[src/rtl/gray_ptr_sync_pkg.sv]
// Shared FIFO package: synchronizer depth limits and Gray/binary conversions.
package gray_ptr_sync_pkg;

    localparam int STAGES_MIN = 2;
    localparam int STAGES_MAX = 4;
    localparam int PTR_MAX_W  = 32;

    // Operate on a zero-extended word; leading zeros leave the result unchanged.
    function automatic logic [PTR_MAX_W-1:0] gray2bin(
        input logic [PTR_MAX_W-1:0] g
    );
        logic [PTR_MAX_W-1:0] b;
        b[PTR_MAX_W-1] = g[PTR_MAX_W-1];
        for (int i = PTR_MAX_W - 2; i >= 0; i--) begin
            b[i] = b[i+1] ^ g[i];
        end
        return b;
    endfunction

    function automatic logic [PTR_MAX_W-1:0] bin2gray(
        input logic [PTR_MAX_W-1:0] b
    );
        return b ^ (b >> 1);
    endfunction

endpackage

[src/rtl/gray_ptr_sync.sv]
// Gray pointer CDC synchronizer with binary conversion, advance tracking
// and sticky detection of illegal (backward or overrun) pointer steps.
module gray_ptr_sync
    import gray_ptr_sync_pkg::*;
#(
    parameter int ADDR_WIDTH = 6,
    parameter int STAGES     = 2
) (
    input  logic                  clk,
    input  logic                  rst_n,
    input  logic [ADDR_WIDTH:0]   gray_in,
    input  logic                  err_clr,
    output logic [ADDR_WIDTH:0]   gray_out,
    output logic [ADDR_WIDTH:0]   bin_out,
    output logic                  adv,
    output logic [ADDR_WIDTH:0]   delta,
    output logic                  err
);

    localparam int W = ADDR_WIDTH + 1;

    if (STAGES < STAGES_MIN || STAGES > STAGES_MAX) begin : g_bad_stages
        $error("gray_ptr_sync: STAGES must be within 2..4");
    end

    logic [STAGES-1:0][W-1:0] sync_q;
    logic [W-1:0]             bin_next;
    logic [W-1:0]             step;
    logic                     illegal;

    always_ff @(posedge clk or negedge rst_n) begin
        if (!rst_n) begin
            sync_q <= '0;
        end else begin
            sync_q <= {sync_q[STAGES-2:0], gray_in};
        end
    end

    assign gray_out = sync_q[STAGES-1];

    always_comb begin
        bin_next = W'(gray2bin(PTR_MAX_W'(gray_out)));
        step     = bin_next - bin_out;
        // A full-depth step (only the wrap bit set) is still legal.
        illegal  = step[ADDR_WIDTH] && (|step[ADDR_WIDTH-1:0]);
    end

    always_ff @(posedge clk or negedge rst_n) begin
        if (!rst_n) begin
            bin_out <= '0;
            adv     <= 1'b0;
            delta   <= '0;
            err     <= 1'b0;
        end else begin
            bin_out <= bin_next;
            adv     <= (bin_next != bin_out);
            if (bin_next != bin_out) begin
                delta <= step;
            end
            if (illegal) begin
                err <= 1'b1;
            end else if (err_clr) begin
                err <= 1'b0;
            end
        end
    end

endmodule

[config.mk]
export PLATFORM = sky130hd
export DESIGN_NAME = gray_ptr_sync
export DESIGN_NICKNAME = d
export VERILOG_FILES = /design/src/rtl/gray_ptr_sync_pkg.sv /design/src/rtl/gray_ptr_sync.sv
export SDC_FILE = /design/constraint.sdc
export NUM_CORES = 1
export LEC_CHECK = 0
export BUFFER_PORTS_ARGS = -buffer_cell sky130_fd_sc_hd__buf_4
export CAP_MARGIN = 30
export CORE_UTILIZATION = 46
export DETAILED_ROUTE_END_ITERATION = 12
export PLACE_DENSITY = 0.73
export SYNTH_ARGS = -nofsm -noshare
export SYNTH_HDL_FRONTEND = slang
export SYNTH_SLANG_ARGS = --single-unit
[constraint.sdc]
create_clock -name clk -period 3.2 [get_ports clk]
set_clock_uncertainty 0.15 [all_clocks]
set_input_delay 0 -clock clk [delete_from_list [all_inputs] [get_ports clk]]
set_output_delay 0 -clock clk [all_outputs]
set_load 0.1 [all_outputs]
==> out/results.tsv, run 1 <==
metric	value	unit
status	completed	
num ports	33	
Synth top area share	57.7	%
final setup margin	0.0529	ns
Seq/Total Area, Yosys	57.7	%
HPWL Detailed	1.66	mm
synthesis-stage register bit count	30	
pre-CTS setup slack	-0.151	ns
CP arrival	3.20	ns
Core Area	2570	sq um
Vias	906	
worst-skew pair later-pin latency	0.32	ns
Mapped Area	1300	sq um
Pre-antenna DRT Iters	4	
fin crit period	3.15	ns
Synth-to-Final Area Change	41.3	%
endpoints failing hold	0	
fin. max-slew vios	0	
library cells used by synthesis	28	
YS warnings	0	
cell breakdown of the critical path	xor3_2, xor2_4, xnor2_2, xor2_2, xor2_1, ha_2, fa_2, nand2b_4, a21oi_1, o22ai_1, xnor2_1, o22ai_1	
worst-margin pin slew	0.343	ns
synthesized area per cell	12.7	sq um
H-tree depth	2	
hold crit path type	input pin to flip-flop	
CP max stage delay	0.48	ns
clk buf depth	2	
GP Congestion	0.897	
crit-path max FO	3	
post-layout util	71.5	%
Die Wd	55.2	microns
IO Port Bufs	32	
family with the most delay on the worst path	XOR/XNOR gates	
Total Wirelength	2.32	mm
max cap viols	0	
design area	1840	sq um
share of layout cells above drive strength 1	42.6	%
top cells by area, synth	dfrtp_1, ha_1, buf_4	
first-pass GRT wire length	3.74	mm
Die ar.	3040	sq um
number of global-route vias before repair	919	
CTS buffer count	5	
Residual DRC	0	
share of synthesized registers carrying an async set or reset	100	%
Crit Path Category	flip-flop to flip-flop	
Post-Syn Instances	102	
Reg clk slew, reported paths	0.09	ns
RSZ-0062 raised after global routing	yes	
initial antenna violation count	0	
pin count of the biggest net entering global routing	31	
final setup vio count	0	
CTS tree	done	
synthesized net count	119	
Final period util	98.3	%
Crit-path slowest cell	xor3_2	
Wirelength per Cell	12.5	microns
CTS Sinks	30	
Initial Util	50.6	%
Buffers & Inverters on Critical Path	0	
vias per cell	4.90	
startpoint types	flip-flop	
Area after DPL	1560	sq um
Routed Antenna Nets	0	
area leader, netlist	dfrtp_1	
fmax	0.318	GHz
ys flop type	dfrtp_1	
most frequent cells after synthesis	dfrtp_1, inv_1, buf_4, ha_1, nand2_1	
CP endpoint kind	flip-flop	
gr ovfl total	0	
Most Frequent Cell on Critical Path	o22ai_1	
NumNets Final	173	
Initial DRC Count	9	
Crit path required time	3.25	ns
Antenna diodes	0	
clk root buf	clkbuf_4	
Die Ht	55.2	microns
Post-synth EDFFs	0	
Rel. slew slack	77.1	%
Global Route Usage Sum	18.7	%
Std-Cell Rows	18	
most used standard cell by instance count after synthesis	dfrtp_1	
layer usage:
metal | global-route usage, % | vias up | part of all wire (%)
met5 | 0 | - | 0
met4 | 6.25 | 0 | 0.26
met3 | 8.20 | 2 | 6.4
met2 | 32.5 | 42 | 52
met1 | 20.3 | 426 | 41
li1 | - | 436 | -
final cells by class:
cell class | count | area, sq um
clock buffer | 6 | 51.3
fill | 182 | 731
inverter | 10 | 37.5
multi-input combinational | 55 | 517
sequential | 30 | 751
tap | 30 | 37.5
timing repair buffer | 54 | 443
final timing paths:
| kind | startpoint | to | slack [ns] | cells past startpoint |
|---|---|---|---|---|
| max | gray_out[5] | err | 0.05 | 12 |
| max reg2reg | gray_out[5] | err | 0.05 | 12 |
| min reg2reg | sync_q[5] | gray_out[5] | 0.19 | 0 |
| max in group asynchronous | rst_n | gray_out[2] | 2.20 | 4 |
| min in group asynchronous | rst_n | delta[5] | 0.53 | 4 |
| min | gray_in[4] | sync_q[4] | 0.18 | 2 |
stage by stage:
step                std cells  setup TNS, ns  hold slack [ns]
CTS                       184        -0.0188            0.162
finish                    185              0            0.180
floorplan                 102              0           -0.446
global placement          161              0           -0.212
detailed placement        161         -0.203           -0.203
global route              185        -0.0998            0.167
cell families after synthesis:
kind of cell / share of synthesized area, %
compound gates: 6.83
xor+xnor: 11.1
fa+ha+maj: 7.31
buf+inv: 6.93
flops: 57.7
mux: 2.60
simple gates: 7.51
layout by cell type, fill, tap and decap left out, types with 2 or more instances in the layout:
cell type	instances
o22ai_1	3
ha_1	4
mux2_2	3
o21ai_0	3
xnor2_1	3
clkbuf_4	5
o21a_1	2
xor2_1	5
dfrtp_1	30
nor2_1	2
nand2_1	6
buf_4	43
dlygate4sd3_1	10
inv_1	10
timing repair:
item | 4_1_cts | 5_1_grt
hold endpoints to repair | 38 | 0
setup buffers | 6 | 1
gates resized for setup | 10 | 2
hold buffers | 11 | 0
pin swaps | 9 | 6
setup endpoints to repair | 3 | 3
state kept, by name, summed over array words and instances (netlist names):
register / cells
bin_out: 7
adv: 1
err: 1
gray_out: 7
delta: 7
sync_q: 7
Power of run 1 is not shown: default switching activity piles up to over one toggle a cycle in this logic, so the estimate is an artifact.
==> run 2: changes to the inputs <==
CORE_ASPECT_RATIO = 0.8   (was unset)
==> run 2 against run 1 <==
Final cell count up 1.6%. Die area about the same. Global-route usage rose by 0.19 points. Worst hold slack got worse by 0.013 ns. Highest routed layer unchanged.
==> out/results.tsv, run 2 (same netlist as run 1, synthesis figures left out) <==
metric	value	unit
status	completed	
clk root buf	clkbuf_4	
share of layout cells above drive strength 1	42.1	%
CTS tree	done	
NumNets Final	169	
Area after DPL	1560	sq um
initial antenna violation count	0	
number of global-route vias before repair	986	
H-tree depth	2	
vias per cell	4.80	
Die Ht	49.6	microns
worst-skew pair later-pin latency	0.33	ns
most common cell after layout, fill and taps aside	buf_4	
Initial DRC Count	13	
IO Port Bufs	32	
CTS Sinks	30	
cell breakdown of the critical path	xor3_2, xor2_4, xnor2_2, xor2_2, xor2_1, ha_2, fa_2, nand2b_4, a21oi_2, xor2_1, nor4_1, o22ai_1	
pin count of the biggest net entering global routing	31	
worst-margin pin slew	0.349	ns
CP max stage delay	0.44	ns
Reg clk slew, reported paths	0.09	ns
fin. max-slew vios	0	
Crit-path slowest cell	xor3_2	
CP endpoint kind	flip-flop	
fin cells	188	
Antenna diodes	0	
CTS buffer count	5	
Routed Antenna Nets	0	
final setup vio count	0	
Global Route Usage Sum	18.9	%
crit-path max FO	3	
design area	1800	sq um
endpoints failing hold	0	
final setup margin	0.0725	ns
Std-Cell Rows	16	
Wirelength per Cell	12.8	microns
max cap viols	0	
num ports	33	
Pre-antenna DRT Iters	4	
Crit path required time	3.25	ns
Vias	902	
Die ar.	3040	sq um
Residual DRC	0	
Synth-to-Final Area Change	38.5	%
fmax	0.320	GHz
Total Wirelength	2.41	mm
GP Congestion	0.873	
fin crit period	3.13	ns
dpl cells	167	
pre-CTS setup slack	-0.0766	ns
RSZ-0062 raised after global routing	yes	
gr ovfl total	0	
most frequent cells in the layout	buf_4, dfrtp_1, inv_1, dlygate4sd3_1, nand2_1	
HPWL Detailed	1.66	mm
Final period util	97.7	%
clk buf depth	2	
final hold slack	0.168	ns
hold crit path type	input pin to flip-flop	
CP arrival	3.18	ns
family with the most delay on the worst path	XOR/XNOR gates	
Initial Util	50.7	%
startpoint types	flip-flop	
Die Wd	61.4	microns
Crit Path Category	flip-flop to flip-flop	
first-pass GRT wire length	3.93	mm
Rel. slew slack	76.3	%
Core Area	2560	sq um
Buffers & Inverters on Critical Path	0	
Most Frequent Cell on Critical Path	xor2_1	
[run 2: changes by cell type in the layout (fill, tap and decap cells not counted), sizes merged]
cell,change
clkinv,+2
buf,-4
clkbuf,-1
[run 2: final timing paths]
kind	start	end	slack, ns	cells past startpoint
min in group asynchronous	rst_n	bin_out[6]	0.55	4
max in group asynchronous	rst_n	delta[1]	2.19	4
worst min register to register	sync_q[1]	gray_out[1]	0.20	0
worst min-delay path	gray_in[4]	sync_q[4]	0.17	2
worst max register to register	gray_out[6]	err	0.07	12
worst max-delay path	gray_out[6]	err	0.07	12
[run 2: what timing repair did]
action                     CTS  global route
cloned                       0             0
hold endpoints to repair    38             0
buffers inserted             2             1
pin swaps                    4             5
setup endpoints to repair    2             5
gates resized for setup      6             5
hold buffers                11             0
[run 2: stage by stage]
| stage | utilization (%) | setup TNS, ns |
|---|---|---|
| after floorplan | - | 0 |
| after global placement | 61.0 | 0 |
| after detailed placement | 61.0 | -0.0766 |
| after CTS | 69.2 | 0 |
| after global routing | 70.3 | -0.0345 |
| final | 70.3 | 0 |
[run 2: layout make-up]
class	count	area, sq um
Multi-Input combinational cell	55	507
Tap cell	36	45.0
Sequential cell	30	751
Inverter	10	37.5
Clock inverter	2	10.0
Timing Repair Buffer	50	413
Fill cell	211	762
Clock buffer	5	37.5
[run 2: metal layers]
| layer | GRT usage, % | vias to the layer above | share of wire [%] |
|---|---|---|---|
| met5 | 0 | - | 0 |
| met4 | 12.6 | 0 | 2.6 |
| met3 | 5.51 | 8 | 6.1 |
| met2 | 31.9 | 43 | 50 |
| met1 | 20.0 | 421 | 41 |
| li1 | - | 430 | - |
Power of run 2 is left out for the same reason.
